==> src/rtl/pe_operand_skew_feeder.sv <==
`timescale 1ns/1ps
// West-edge operand feeder for the torus systolic array.
// Row vectors of A operands are queued in a small FIFO, issued one per cycle,
// and skewed so lane k reaches the array edge k cycles after lane 0. Each
// tile is followed by LANES-1 bubble cycles so its last operands drain.
//
//   state    | meaning
//   ---------+-------------------------------------------------------------
//   S_IDLE   | nothing issued; waits for the FIFO to hold a vector
//   S_STREAM | pops and issues one vector per cycle, bubble when starved
//   S_FLUSH  | issues bubbles for LANES-1 cycles after the tile's last vector
module pe_operand_skew_feeder #(
    parameter int OPERAND_WIDTH = 8,
    parameter int LANES         = 4,
    parameter int DEPTH         = 4
) (
    input  logic                             clk_i,
    input  logic                             reset_n,
    input  logic                             in_valid,
    output logic                             in_ready,
    input  logic [LANES*OPERAND_WIDTH-1:0]   in_data,
    input  logic                             in_last,
    input  logic                             stall_i,
    output logic [LANES*OPERAND_WIDTH-1:0]   a_o,
    output logic [LANES-1:0]                 a_valid_o,
    output logic                             done_o
);

    localparam int VW     = LANES * OPERAND_WIDTH;
    localparam int PTR_W  = $clog2(DEPTH);
    localparam int CNT_W  = $clog2(DEPTH + 1);
    localparam int FCNT_W = (LANES > 1) ? $clog2(LANES) : 1;

    typedef enum logic [1:0] {
        S_IDLE   = 2'd0,
        S_STREAM = 2'd1,
        S_FLUSH  = 2'd2
    } state_t;

    state_t              r_state;
    state_t              w_state_nxt;
    logic [FCNT_W-1:0]   r_fcnt;
    logic [FCNT_W-1:0]   w_fcnt_nxt;

    logic [VW-1:0]       r_mem_data [DEPTH];
    logic                r_mem_last [DEPTH];
    logic [PTR_W-1:0]    r_wr_ptr;
    logic [PTR_W-1:0]    r_rd_ptr;
    logic [CNT_W-1:0]    r_count;

    logic                w_empty;
    logic                w_full;
    logic                w_push;
    logic                w_pop;
    logic [VW-1:0]       w_head_data;
    logic                w_head_last;

    logic [VW-1:0]       w_iss_data;
    logic                w_iss_valid;
    logic                w_iss_last;
    logic [LANES-1:0]    r_last_pipe;

    function automatic logic [PTR_W-1:0] ptr_inc(input logic [PTR_W-1:0] p);
        return (p == PTR_W'(DEPTH - 1)) ? '0 : p + PTR_W'(1);
    endfunction

    assign w_empty     = (r_count == '0);
    assign w_full      = (r_count == CNT_W'(DEPTH));
    // Ready only looks at registered state so the upstream handshake never
    // depends on this cycle's pop.
    assign in_ready    = !w_full && (r_state != S_FLUSH);
    assign w_push      = in_valid && in_ready;
    assign w_head_data = r_mem_data[r_rd_ptr];
    assign w_head_last = r_mem_last[r_rd_ptr];

    // FIFO storage: write side runs even while the array is stalled.
    always_ff @(posedge clk_i) begin
        if (w_push) begin
            r_mem_data[r_wr_ptr] <= in_data;
            r_mem_last[r_wr_ptr] <= in_last;
        end
    end

    // FIFO pointers and occupancy.
    always_ff @(posedge clk_i or negedge reset_n) begin
        if (!reset_n) begin
            r_wr_ptr <= '0;
            r_rd_ptr <= '0;
            r_count  <= '0;
        end else begin
            if (w_push) r_wr_ptr <= ptr_inc(r_wr_ptr);
            if (w_pop)  r_rd_ptr <= ptr_inc(r_rd_ptr);
            case ({w_push, w_pop})
                2'b10:   r_count <= r_count + CNT_W'(1);
                2'b01:   r_count <= r_count - CNT_W'(1);
                default: r_count <= r_count;
            endcase
        end
    end

    // FSM state register; stall is folded into the next-state logic.
    always_ff @(posedge clk_i or negedge reset_n) begin
        if (!reset_n) begin
            r_state <= S_IDLE;
            r_fcnt  <= '0;
        end else begin
            r_state <= w_state_nxt;
            r_fcnt  <= w_fcnt_nxt;
        end
    end

    // Next state, pop and issue; a stalled cycle holds everything.
    always_comb begin
        w_state_nxt = r_state;
        w_fcnt_nxt  = r_fcnt;
        w_pop       = 1'b0;
        w_iss_data  = '0;
        w_iss_valid = 1'b0;
        w_iss_last  = 1'b0;
        if (!stall_i) begin
            case (r_state)
                S_IDLE: begin
                    if (!w_empty) w_state_nxt = S_STREAM;
                end
                S_STREAM: begin
                    if (!w_empty) begin
                        w_pop       = 1'b1;
                        w_iss_data  = w_head_data;
                        w_iss_valid = 1'b1;
                        if (w_head_last) begin
                            w_iss_last = 1'b1;
                            if (LANES == 1) begin
                                w_state_nxt = S_IDLE;
                            end else begin
                                w_state_nxt = S_FLUSH;
                                w_fcnt_nxt  = FCNT_W'(LANES - 1);
                            end
                        end
                    end
                end
                S_FLUSH: begin
                    w_fcnt_nxt = r_fcnt - FCNT_W'(1);
                    if (r_fcnt == FCNT_W'(1)) w_state_nxt = S_IDLE;
                end
                default: w_state_nxt = S_IDLE;
            endcase
        end
    end

    // Per-lane skew lines: lane k has k+1 stages, all frozen by stall.
    for (genvar k = 0; k < LANES; k++) begin : g_lane
        logic [OPERAND_WIDTH-1:0] r_dly_data [k+1];
        logic                     r_dly_vld  [k+1];

        // Shift this lane's operand and valid toward the array edge.
        always_ff @(posedge clk_i or negedge reset_n) begin
            if (!reset_n) begin
                for (int s = 0; s <= k; s++) begin
                    r_dly_data[s] <= '0;
                    r_dly_vld[s]  <= 1'b0;
                end
            end else if (!stall_i) begin
                r_dly_data[0] <= w_iss_data[k*OPERAND_WIDTH +: OPERAND_WIDTH];
                r_dly_vld[0]  <= w_iss_valid;
                for (int s = 1; s <= k; s++) begin
                    r_dly_data[s] <= r_dly_data[s-1];
                    r_dly_vld[s]  <= r_dly_vld[s-1];
                end
            end
        end

        assign a_o[k*OPERAND_WIDTH +: OPERAND_WIDTH] = r_dly_data[k];
        assign a_valid_o[k]                          = r_dly_vld[k];
    end

    // Last-vector marker travels alongside the deepest lane to time done_o.
    always_ff @(posedge clk_i or negedge reset_n) begin
        if (!reset_n) begin
            r_last_pipe <= '0;
        end else if (!stall_i) begin
            r_last_pipe[0] <= w_iss_last;
            for (int s = 1; s < LANES; s++) begin
                r_last_pipe[s] <= r_last_pipe[s-1];
            end
        end
    end

    assign done_o = r_last_pipe[LANES-1];

endmodule
==> config.mk <==
export PLATFORM = sky130hd
export DESIGN_NAME = pe_operand_skew_feeder
export DESIGN_NICKNAME = d
export VERILOG_FILES = /design/src/rtl/pe_operand_skew_feeder.sv
export SDC_FILE = /design/constraint.sdc
export NUM_CORES = 1
export LEC_CHECK = 0
export ABC_CLOCK_PERIOD_IN_PS = 2540
export BUFFER_PORTS_ARGS = -buffer_cell sky130_fd_sc_hd__buf_2
export CAP_MARGIN = 20
export CORE_ASPECT_RATIO = 1.25
export CORE_MARGIN = 1.5
export CORE_UTILIZATION = 53
export DETAILED_ROUTE_END_ITERATION = 6
export PLACE_DENSITY = 0.82
export SLEW_MARGIN = 20
export SYNTH_ARGS = -nofsm -noshare
export SYNTH_HDL_FRONTEND = slang
export SYNTH_SLANG_ARGS = --single-unit
export TNS_END_PERCENT = 20
==> constraint.sdc <==
create_clock -name clk_i -period 2.54 [get_ports clk_i]
set_input_delay 0.127 -clock clk_i [delete_from_list [all_inputs] [get_ports clk_i]]
set_output_delay 0.127 -clock clk_i [all_outputs]
set_load 0.02 [all_outputs]
==> Word-level counts from Yosys, hierarchy flattened <==
Memories as Yosys holds them, arrays and structs flattened.
Index checks and enable logic that the tools add are counted.
{ "totals": {"regBits": 99, "ram_bits": 132, "in_bits": 37, "output_inout_bits": 38, "n_memories": 2} }
{ "mem_list": {"columns": ["memory", "depth", "width", "rd", "rd_ports_with_merged_regs", "write_ports", "line", "source"], "rows": [
  ["r_mem_data", 4, 32, 1, 0, 1, "45", "logic [VW-1:0] r_mem_data [DEPTH];"],
  ["r_mem_last", 4, 1, 1, 0, 1, "46", "logic r_mem_last [DEPTH];"]
]} }
{ "classes": {"addsub": 5, "eq_ne": 13, "muxes": 21, "bitwise_logic": 1, "n_reduce_logical": 9} }
{ "op_table": {"columns": ["op", "n"], "rows": [
  ["two-way mux 32 bit", 2],
  ["two-way mux 2 bit", 8],
  ["inequality test 2 bit (second input constant)", 5],
  ["== test 2 bit (second input constant)", 4],
  ["two-way mux 1 bit", 8],
  ["== test 2 x 1 -> 1 bit (second input constant)", 3],
  ["one-hot mux 2 bit (3 select lines)", 1],
  ["one-hot mux 3 bit (2 select lines)", 1],
  ["AND reduction 5 bit", 1],
  ["adder 2 x 1 -> 2 bit (second input constant)", 2],
  ["one-hot mux 2 bit (2 select lines)", 1],
  ["AND reduction 4 bit", 1],
  ["nonzero test 2 bit", 2],
  ["adder 3 x 1 -> 3 bit (second input constant)", 1],
  ["== test 3 bit (second input constant)", 1],
  ["logical NOT 3 bit", 1],
  ["subtractor 3 x 1 -> 3 bit (second input constant)", 1],
  ["logical AND 1 bit", 2],
  ["logical NOT 2 bit", 1],
  ["subtractor 2 x 1 -> 2 bit (second input constant)", 1],
  ["logical NOT 1 bit", 1],
  ["NOT 1 bit", 1]
]} }

==> Depth between registers and ports, before layout <==
Gate-level depths: netlist (run 1).
{ "depth": {"depth_word": 6, "mapped_depth": 11, "depth_no_buf": 11} }

==> Least setup slack after synthesis (run 1) <==
Ideal clock, no wire load.
{ "synth_path": {"kind": "register to register", "startpoint": "register r_state[0]", "endpoint": "memory r_mem_data[3][0] (netlist name), enable pin", "setup_ps": 393, "arrival_ps": 2085, "t_required_ps": 2147, "slack_ps": 62, "stages_incl_launch_ff": 5, "n_path_buf": 0, "synth_period_minus_slack_ps": 2478, "cell_sequence": "dfrtp_1 inv_1 ha_1 a31oi_1 and3_1"} }
{ "synth_between": {"elab_chain_len": 5} }
{ "synth_rtl": {"columns": ["element", "line", "source"], "rows": [
  ["start, declared", "40", "state_t r_state;"],
  ["start signal, assigned", "107", "r_state <= w_state_nxt;"],
  ["inequality test 2 bit", "71", "assign in_ready = !w_full && (r_state != S_FLUSH);"],
  ["logical AND 1 bit", "71", null],
  ["via in_ready", "20", "output logic in_ready,"],
  ["logical AND 1 bit", "72", "assign w_push = in_valid && in_ready;"],
  ["two-way mux 1 bit", "78", "if (w_push) begin"],
  ["two-way mux 1 bit (implied by the code)", "79", "r_mem_data[r_wr_ptr] <= in_data;"],
  ["end, declared", "45", null]
]} }
The timed path passes the listed nets, and every way through them passes these cells.

==> Worst setup path after layout (run 1) <==
{ "layout_path": {"startpoint": "register r_state[0]", "endpoint": "register r_count[2]"} }
{ "layout_between": {"elab_chain_len": 5, "elab_cells_between_ends": 10, "classes_between": "eq/ne: 4; mux: 3; reduce/logical: 3"} }
{ "layout_rtl": {"columns": ["element", "line", "source"], "rows": [
  ["== test 2 x 1 -> 1 bit / inequality test 2 bit (equally long branches)", "121, 71", null],
  ["two-way mux 1 bit / logical AND 1 bit (equally long branches)", "121, 71", null],
  ["two-way mux 1 bit / logical AND 1 bit (equally long branches)", "120, 72", null],
  ["== test 2 x 1 -> 1 bit / == test 2 bit (equally long branches)", "93", "case ({w_push, w_pop})"],
  ["one-hot mux 3 bit (2 select lines) / nonzero test 2 bit (equally long branches)", null, null],
  ["end signal, assigned", "94", "2'b10: r_count <= r_count + CNT_W'(1);"],
  ["end signal, assigned", "95", "2'b01: r_count <= r_count - CNT_W'(1);"],
  ["end signal, assigned", "96", "default: r_count <= r_count;"],
  ["end, declared", "49", "logic [CNT_W-1:0] r_count;"]
]} }
Parallel ways exist; a longest one is shown, timed or not.
A chain may end at the register's enable or synchronous reset.

==> results of run 1 <==
==> cell type report <==
type                            count  area, um2  area share
Sequential cell                   231       6444      0.6243
Multi-Input combinational cell    168       2067      0.2003
Timing Repair Buffer              119      860.8     0.08340
Clock buffer                       25      550.5     0.05334
Tap cell                          216      270.3     0.02619
Clock inverter                     13      91.34    0.008850
Inverter                           10      37.54    0.003637
==> stage by stage <==
step                setup slack, ns  cells
floorplan                   0.06162    455
global placement             0.4268    710
detailed placement           0.1984    710
CTS                          0.1341    782
global route                0.05281    782
finish                       0.1829    782
==> worst max-delay path, cell delays in order (launching register included) <==
cell and delay, ns:
dfrtp_1 0.39, inv_1 0.11, ha_1 0.24, a31oi_2 0.09
and2_1 0.24, inv_1 0.07, ha_1 0.19, inv_1 0.08
fa_1 0.38, xor2_1 0.17, nor2_1 0.12, xor2_1 0.18
==> registers in the layout, indices dropped and copies added (netlist names) <==
register           count
r_mem_data           128
g_lane.r_dly_data     56
a_o                   24
r_last_pipe            4
r_mem_last             4
g_lane.r_dly_vld       3
r_count                3
r_fcnt                 2
r_rd_ptr               2
r_state                2
r_wr_ptr               2
a_valid_o              1
==> what timing repair did <==
item / CTS / global route
endpoints found under the setup margin: 0 / 1
hold buffers: 34 / 0
resized for setup: 0 / 1
buffers inserted: 0 / 0
endpoints found under the hold margin: 187 / 0
==> report_power, final <==
part           switching [mW]  internal, mW
clock network            1.29          1.65
registers               0.598          5.14
logic                    1.67          1.59
total                    3.56          8.38
==> worst paths after layout <==
kind / startpoint / end / cells past startpoint
worst max-delay path: r_state[0] / r_count[2] / 11
worst min-delay path: in_valid / r_wr_ptr[0] / 3
worst max register to register: r_state[0] / r_count[2] / 11
worst min register to register: a_o[15] / a_o[15] / 1
max in group asynchronous: reset_n / g_lane[0].r_dly_data[2] / 3
min in group asynchronous: reset_n / g_lane[0].r_dly_data[7] / 2
==> layout by cell type (no fill, tap or decap), types with 8 or more instances in the layout <==
| master | n |
|---|---|
| edfxtp_1 | 132 |
| dfrtp_1 | 97 |
| buf_2 | 72 |
| mux2_2 | 58 |
| dlygate4sd3_1 | 34 |
| mux4_2 | 33 |
| a22o_1 | 33 |
| clkbuf_16 | 21 |
| inv_1 | 10 |
| ha_1 | 10 |
| buf_4 | 8 |
==> synthesized netlist by cell type (all sizes together) <==
library cell,instances,area [um2]
edfxtp,132,3964
dfrtp,99,2477
mux2,59,668.1
buf,38,259.0
a22o,33,289.0
mux4,33,743.2
ha,10,125.1
inv,10,37.54
clkbuf,8,30.03
and3,4,25.02
nand2,3,11.26
nor2,3,11.26
nor3,3,20.02
a21oi,2,13.76
nand2b,2,15.02
nor2b,2,12.51
o21ai,2,10.01
xor2,2,17.52
a2111oi,1,8.760
a211oi,1,7.510
a21o,1,7.510
a31oi,1,6.260
and2,1,6.260
fa,1,20.02
mux2i,1,10.01
nand3,1,5.000
o211ai,1,7.510
xnor2,1,8.760
==> cells by family (layout without fill, tap and decap cells) <==
family	after synthesis	in the layout	synth area share
flip-flops	231	231	0.7305
multiplexers	93	93	0.1612
buffers and inverters	56	167	0.03704
AO/OA/AOI/OAI	42	42	0.03973
AND/OR/NAND/NOR	19	19	0.01206
adder cells (fa/ha/maj)	11	11	0.01646
XOR/XNOR	3	3	0.002981
==> routing by layer <==
| layer | global-route usage | part of all wire | vias to the layer above |
|---|---|---|---|
| li1 | - | - | 1927 |
| met1 | 0.2334 | 0.39 | 2275 |
| met2 | 0.3250 | 0.53 | 131 |
| met3 | 0.03533 | 0.049 | 43 |
| met4 | 0.08293 | 0.033 | 0 |
| met5 | 0 | 0 | - |
==> results.yml, run 1 <==
logic_synthesis:
  synthCells: 455
  ys_warn_count: 0
  synth_area_um2: 8817
  yosysSeqAreaShare: 0.7305
  ys_ff_latch: 231
  avgSynthCellArea_um2: 19.38
  synth_cell_type_count: 34
  syn_nets: 503
run_status:
  status: "finished, final reports clean"
clock_network:
  cts_tree: "built"
  cts_root_buf: "clkbuf_16"
  clkSinkCount: 231
  ctsHtreeMaxLevel: 1
  clk_path_buf_depth: 3
  clk_pin_slew_ns: 0.07
  cts_buffers: 21
  insertion_delay_ns: 0.51
sta:
  finalSetupViolCount: 0
  max_freq_mhz: 424.3
  maxSlewHeadroom: 0.5147
  min_period_ns: 2.357
  rsz0062_at_grt: "no"
  finalHoldViolCount: 0
  fin_setup_tns_ns: 0
  finalCritPeriodShare: 0.9280
  fin_worst_skew_ns: 0.01039
  max_slew.worst_pin.slew_ns: 0.7279
  whs_ns: 0.1468
  slew_violations: 0
floorplanning:
  fp.dieH_um: 147.2
  die_w_um: 118.4
  core_area_um2: 16270
  start_util: 0.5421
  row_count: 52
  die_area_um2: 17420
  ios: 75
cells_and_area:
  diodes: 0
  syn_to_final_growth_pct: 17.06
  final_area_um2: 10320
  utilization: 0.6345
  nFillCells: 1097
  num-nets-final: 599
  layout-drive-gt1-share: 0.3834
placed_design:
  dp_hpwl_um: 8867
  gp_congestion: 0.7131
  portBuffers: 74
  placed_cell_area_um2: 9333
detailed_routing:
  vias: 4376
  wirelength_um: 15560
  drt-initial-drc-count: 240
  avgViaCountPerCell: 5.596
  wire_per_inst_um: 19.90
  first_pass_iters: 4
  drtAntennaViolNets: 0
  drcViolationCount: 0
power:
  powerDensity_nw_per_um2: 1157
  p_leak_nw: 4.223
  ir_worst_vdd_mv: 0.4891
  power_mw: 11.94
critical_path:
  rrSetupSlack_ns: 0.18
  cp_data_arrival_time_ns: 2.77
  start_kind: "flop"
  endpoint_kind: "flop"
  criticalPathCategory: "flop to flop"
  worstPathRequired_ns: 2.96
  cp_max_fo: 6
global_route:
  grt_first_pass_wirelength_um: 25440
  grt_pass1_vias: 4713
  grt_max_degree: 93
  grt_use_total: 0.1884
  antenna_found_initial: 0
  grt_overflow_total: 0
job:
  maxCapViolations: 0
min_path:
  worstHoldPathType: "input port to flop"
Power figures use the tool's default switching activity.
==> inputs of run 2 (changes only) <==
--- a/config.mk
+++ b/config.mk
@@ -13,6 +13,7 @@
 export CORE_UTILIZATION = 53
 export DETAILED_ROUTE_END_ITERATION = 6
 export PLACE_DENSITY = 0.82
+export RECOVER_POWER = 50
 export SLEW_MARGIN = 20
 export SYNTH_ARGS = -nofsm -noshare
 export SYNTH_HDL_FRONTEND = slang
==> results.yml, run 2 (synthesis gave the netlist of run 1 again) <==
run_status:
  status: "finished, final reports clean"
power:
  p_leak_nw: 4.132
  p_comb_frac: 0.272
  cellInternalPower_mw: 8.369
  switchingPower_mw: 3.572
  clkPwrFrac: 0.247
  powerDensity_nw_per_um2: 1162
  seq_power_share: 0.481
  p_sw_frac: 0.2991
  ir_worst_vdd_mv: 0.4893
clock_network:
  clkSinkCount: 231
  cts_root_buf: "clkbuf_16"
  clk_pin_slew_ns: 0.06
  cts_buffers: 21
  clk_path_buf_depth: 3
  cts_tree: "built"
  ctsHtreeMaxLevel: 1
  postCtsSetupBuffers: 0
  insertion_delay_ns: 0.51
min_path:
  hp-start: "in_valid"
  worstHoldPathType: "input port to flop"
cells_and_area:
  regMostFlops: "r_mem_data"
  layout_common_cells: "edfxtp_1 (132), dfrtp_1 (97), mux2_2 (56), buf_2 (39), clkbuf_1 (36)"
  syn_to_final_growth_pct: 16.53
  layout_commonest_cell: "edfxtp_1"
  final_area_um2: 10270
  layout-drive-gt1-share: 0.3216
  utilization: 0.6317
  largest_reg_flops: 128
  num-nets-final: 599
  stdcell_count: 782
  diodes: 0
critical_path:
  worstPathRequired_ns: 2.95
  crit_start: "r_state[0]"
  reg2reg_from: "r_state[0]"
  cp_data_arrival_time_ns: 2.77
  start_kind: "flop"
  criticalPathCategory: "flop to flop"
  endpoint_kind: "flop"
  cp_max_fo: 6
detailed_routing:
  wl_met3_um: 723
  topRoutingLayerUsed: "met4"
  wire_per_inst_um: 19.99
  avgViaCountPerCell: 5.601
  drt-initial-drc-count: 291
  wirelength_um: 15630
  wl_met2_um: 8251
  first_pass_iters: 4
  vias: 4380
  drcViolationCount: 0
  drtAntennaViolNets: 0
  drt-met1-wl_um: 6127
sta:
  finalHoldViolCount: 0
  finalCritPeriodShare: 0.9277
  max_slew.worst_pin.slew_ns: 1.418
  fin_setup_tns_ns: 0
  maxSlewHeadroom: 0.05438
  rsz0062_at_grt: "no"
  finalSetupViolCount: 0
  slew_violations: 0
  fin_worst_skew_ns: 0.01344
  max_freq_mhz: 424.4
  min_period_ns: 2.356
placed_design:
  gp_congestion: 0.7131
  portBuffers: 74
  dp_hpwl_um: 8867
  dp_cells: 710
  placed_cell_area_um2: 9333
global_route:
  antenna_found_initial: 0
  grt_first_pass_wirelength_um: 25440
  grt_use_total: 0.1884
  grt_overflow_total: 0
  grt_max_degree: 93
  grt_pass1_vias: 4713
job:
  maxCapViolations: 0
floorplanning:
  die_area_um2: 17420
  ios: 75
  fp.dieH_um: 147.2
  start_util: 0.5421
  row_count: 52
  core_area_um2: 16270
  die_w_um: 118.4
## run 2: cell count changes in the layout (fill, tap and decap cells not counted), sizes merged
cell    previous run  this run
buf               85        50
clkbuf            25        60
## run 2: path summary, 6_finish.rpt
kind / to / slack (ns) / depth (start not counted)
hold / removal: r_wr_ptr[0] / 0.15 / 3
setup / recovery: r_count[2] / 0.18 / 11
setup reg to reg: r_count[2] / 0.18 / 11
min in group asynchronous: g_lane[0].r_dly_data[7] / 0.50 / 2
hold reg to reg: g_lane[3].r_dly_data[12] / 0.50 / 1
max in group asynchronous: r_rd_ptr[0] / 0.86 / 3
## run 2: layout make-up
cell class | count | area [um2]
Inverter | 10 | 37.54
Clock buffer | 25 | 550.5
Multi-Input combinational cell | 168 | 2067
Tap cell | 216 | 270.3
Sequential cell | 231 | 6444
Timing Repair Buffer | 119 | 814.5
Fill cell | 1118 | 5991
Clock inverter | 13 | 91.34
## run 2: power groups by stage
stage,combinational [mW],sequential (mW),clock [mW]
detailed placement,3.20,5.78,0
floorplan,2.54,5.64,0
global placement,3.07,5.71,0
finish,3.25,5.74,2.95
CTS,3.28,5.73,3.01
global route,3.51,5.86,3.17
## run 2: metal layers
layer	vias up	global-route usage
met5	-	0
met4	0	0.08293
met3	45	0.03533
met2	125	0.3250
met1	2282	0.2334
li1	1928	-
## run 2: critical path, stage by stage (launching register included)
cell and delay (ns):
dfrtp_1 0.39, inv_1 0.11, ha_1 0.24, a31oi_2 0.09, and2_1 0.24, inv_1 0.07, ha_1 0.19, inv_1 0.08
fa_1 0.38, xor2_1 0.17, nor2_1 0.12, xor2_1 0.18
## run 2: repair_timing
| action | CTS | global route |
|---|---|---|
| gates resized for setup | 0 | 1 |
| setup endpoints to repair | 0 | 1 |
| hold endpoints to repair | 187 | 0 |
| hold buffers | 34 | 0 |
## run 2: per-stage QoR
| stage | setup WS, ns | total power [mW] | hold WS [ns] |
|---|---|---|---|
| floorplan | 0.06162 | 8.177 | -0.1686 |
| global placement | 0.4268 | 8.775 | 0.2277 |
| detailed placement | 0.1984 | 8.979 | 0.2354 |
| CTS | 0.1341 | 12.01 | 0.1110 |
| global route | 0.05281 | 12.54 | 0.1795 |
| finish | 0.1836 | 11.94 | 0.1487 |
==> inputs of run 3 (changes only) <==
--- a/config.mk
+++ b/config.mk
@@ -12,7 +12,7 @@
 export CORE_MARGIN = 1.5
 export CORE_UTILIZATION = 53
 export DETAILED_ROUTE_END_ITERATION = 6
-export PLACE_DENSITY = 0.82
+export PLACE_DENSITY = 0.77
 export RECOVER_POWER = 50
 export SLEW_MARGIN = 20
 export SYNTH_ARGS = -nofsm -noshare
==> results.yml, run 3 (synthesis gave the netlist of run 1 again) <==
run_status:
  status: "finished, final reports clean"
sta:
  finalCritPeriodShare: 0.9234
  max_freq_mhz: 426.4
  max_slew.worst_pin.slew_ns: 1.396
  fin_setup_tns_ns: 0
  min_period_ns: 2.345
  rsz0062_at_grt: "no"
  fin_worst_skew_ns: 0.02396
  maxSlewHeadroom: 0.06960
  slew_violations: 0
  finalSetupViolCount: 0
  finalHoldViolCount: 0
floorplanning:
  die_area_um2: 17420
  core_area_um2: 16270
  ios: 75
  start_util: 0.5421
  row_count: 52
  fp.dieH_um: 147.2
  die_w_um: 118.4
cells_and_area:
  nFillCells: 1168
  layout-drive-gt1-share: 0.3169
  diodes: 0
  largest_reg_flops: 128
  regMostFlops: "r_mem_data"
  layout_commonest_cell: "edfxtp_1"
  stdcell_count: 784
  layout_common_cells: "edfxtp_1 (132), dfrtp_1 (97), mux2_2 (58), clkbuf_1 (42), buf_2 (39)"
  num-nets-final: 600
  syn_to_final_growth_pct: 16.77
detailed_routing:
  vias: 4228
  drcViolationCount: 0
  drt-initial-drc-count: 201
  drtAntennaViolNets: 0
  wire_per_inst_um: 18.52
  first_pass_iters: 4
  wirelength_um: 14520
  avgViaCountPerCell: 5.393
critical_path:
  reg2reg_to: "r_count[2]"
  worstPathRequired_ns: 2.96
  reg2reg_from: "r_state[0]"
  slowest_stage: "dfrtp_1"
  criticalPathCategory: "flop to flop"
  cp_max_fo: 6
  path_delay_family: "adder cells"
  endpoint_kind: "flop"
  start_kind: "flop"
  crit_buf_inv: 3
  cp_data_arrival_time_ns: 2.77
  rrSetupSlack_ns: 0.19
  crit_top_cell: "inv_1"
  path_cells: "inv_1, ha_1, a31oi_1, and2_1, inv_1, ha_1, inv_1, fa_1, xor2_1, nor2_1, xor2_1"
  r2r_cells: 11
  slowest_delay_ns: 0.38
global_route:
  grt_first_pass_wirelength_um: 23320
  grt_overflow_total: 0
  grt_max_degree: 56
  grt_pass1_vias: 4477
  antenna_found_initial: 0
  grt_use_total: 0.1711
min_path:
  hold_path_end: "r_wr_ptr[0]"
  hp-start: "in_valid"
  holdPathStages: 3
  worstHoldPathType: "input port to flop"
clock_network:
  clkSinkCount: 231
  clk_pin_slew_ns: 0.06
  ctsHtreeMaxLevel: 1
  cts_root_buf: "clkbuf_16"
  clk_path_buf_depth: 3
  cts_tree: "built"
  insertion_delay_ns: 0.51
  cts_buffers: 22
placed_design:
  portBuffers: 74
  gp_congestion: 0.6558
  dp_hpwl_um: 8467
  dp_cells: 710
power:
  ir_worst_vdd_mv: 0.7048
  p_leak_nw: 4.130
  power_mw: 11.96
  powerDensity_nw_per_um2: 1162
job:
  maxCapViolations: 0
-- run 3: cell count changes in the layout (fill, tap and decap cells not counted), sizes merged --
cell | previous run | this run
buf | 50 | 47
clkbuf | 60 | 70
clkinvlp | 0 | 1
clkinv | 11 | 5
-- run 3: layout make-up --
type / instances / area [um2] / share of cell area
clock buffer: 32 / 608.1 / 0.05906
sequential: 231 / 6444 / 0.6258
timing repair buffer: 119 / 795.8 / 0.07729
clock inverter: 8 / 80.08 / 0.007777
multi-input combinational: 168 / 2061 / 0.2001
inverter: 10 / 37.54 / 0.003646
tap: 216 / 270.3 / 0.02625
-- run 3: report_power, final --
part	switching, mW	total, mW	leakage, nW	internal (mW)
logic	1.64	3.21	1.29	1.57
registers	0.538	5.68	2.51	5.14
clock network	1.30	3.08	0.328	1.78
-- run 3: how the worst max path moves through the flow --
stage                     startpoint                to  depth (start not counted)
after global routing      r_state[0]        r_count[2]                         11
after global placement    r_state[0]        r_count[2]                         11
after detailed placement  r_state[0]        r_count[2]                         11
after floorplan           r_state[0]  r_mem_data[3][0]                          4
final                     r_state[0]        r_count[2]                         11
after CTS                 r_state[0]        r_count[2]                         11
-- run 3: repair_timing --
item | CTS | global route
hold buffers | 34 | 0
endpoints found under the setup margin | 0 | 0
gates resized for setup | 0 | 0
buffers inserted | 0 | 0
hold endpoints to repair | 176 | 0
-- run 3: layer usage --
layer  part of all wire  wire length [um]  global-route usage
met1               0.41              5881              0.2120
met5                  0                 0                   0
met3              0.039               563             0.02795
met4              0.021               298             0.05244
met2               0.54              7773              0.3093
-- run 3: per-stage QoR --
stage | util | hold slack [ns] | cell area (um2) | setup WS (ns)
after global routing | 0.6330 | 0.1455 | 10300 | 0.02190
after floorplan | - | -0.1686 | 8817 | 0.06162
after detailed placement | 0.5738 | 0.1838 | 9333 | 0.2347
final | 0.6330 | 0.1090 | 10300 | 0.1945
after global placement | 0.5738 | 0.1789 | 9333 | 0.4303
after CTS | 0.6370 | 0.09345 | 10360 | 0.1831
-- run 3: worst reg2reg max path, stage by stage (launching register included) --
cell and delay [ns]:
dfrtp_1 0.38, inv_1 0.11, ha_1 0.23, a31oi_1 0.11, and2_1 0.24, inv_1 0.08
ha_1 0.19, inv_1 0.07, fa_1 0.38, xor2_1 0.16, nor2_1 0.13, xor2_1 0.18
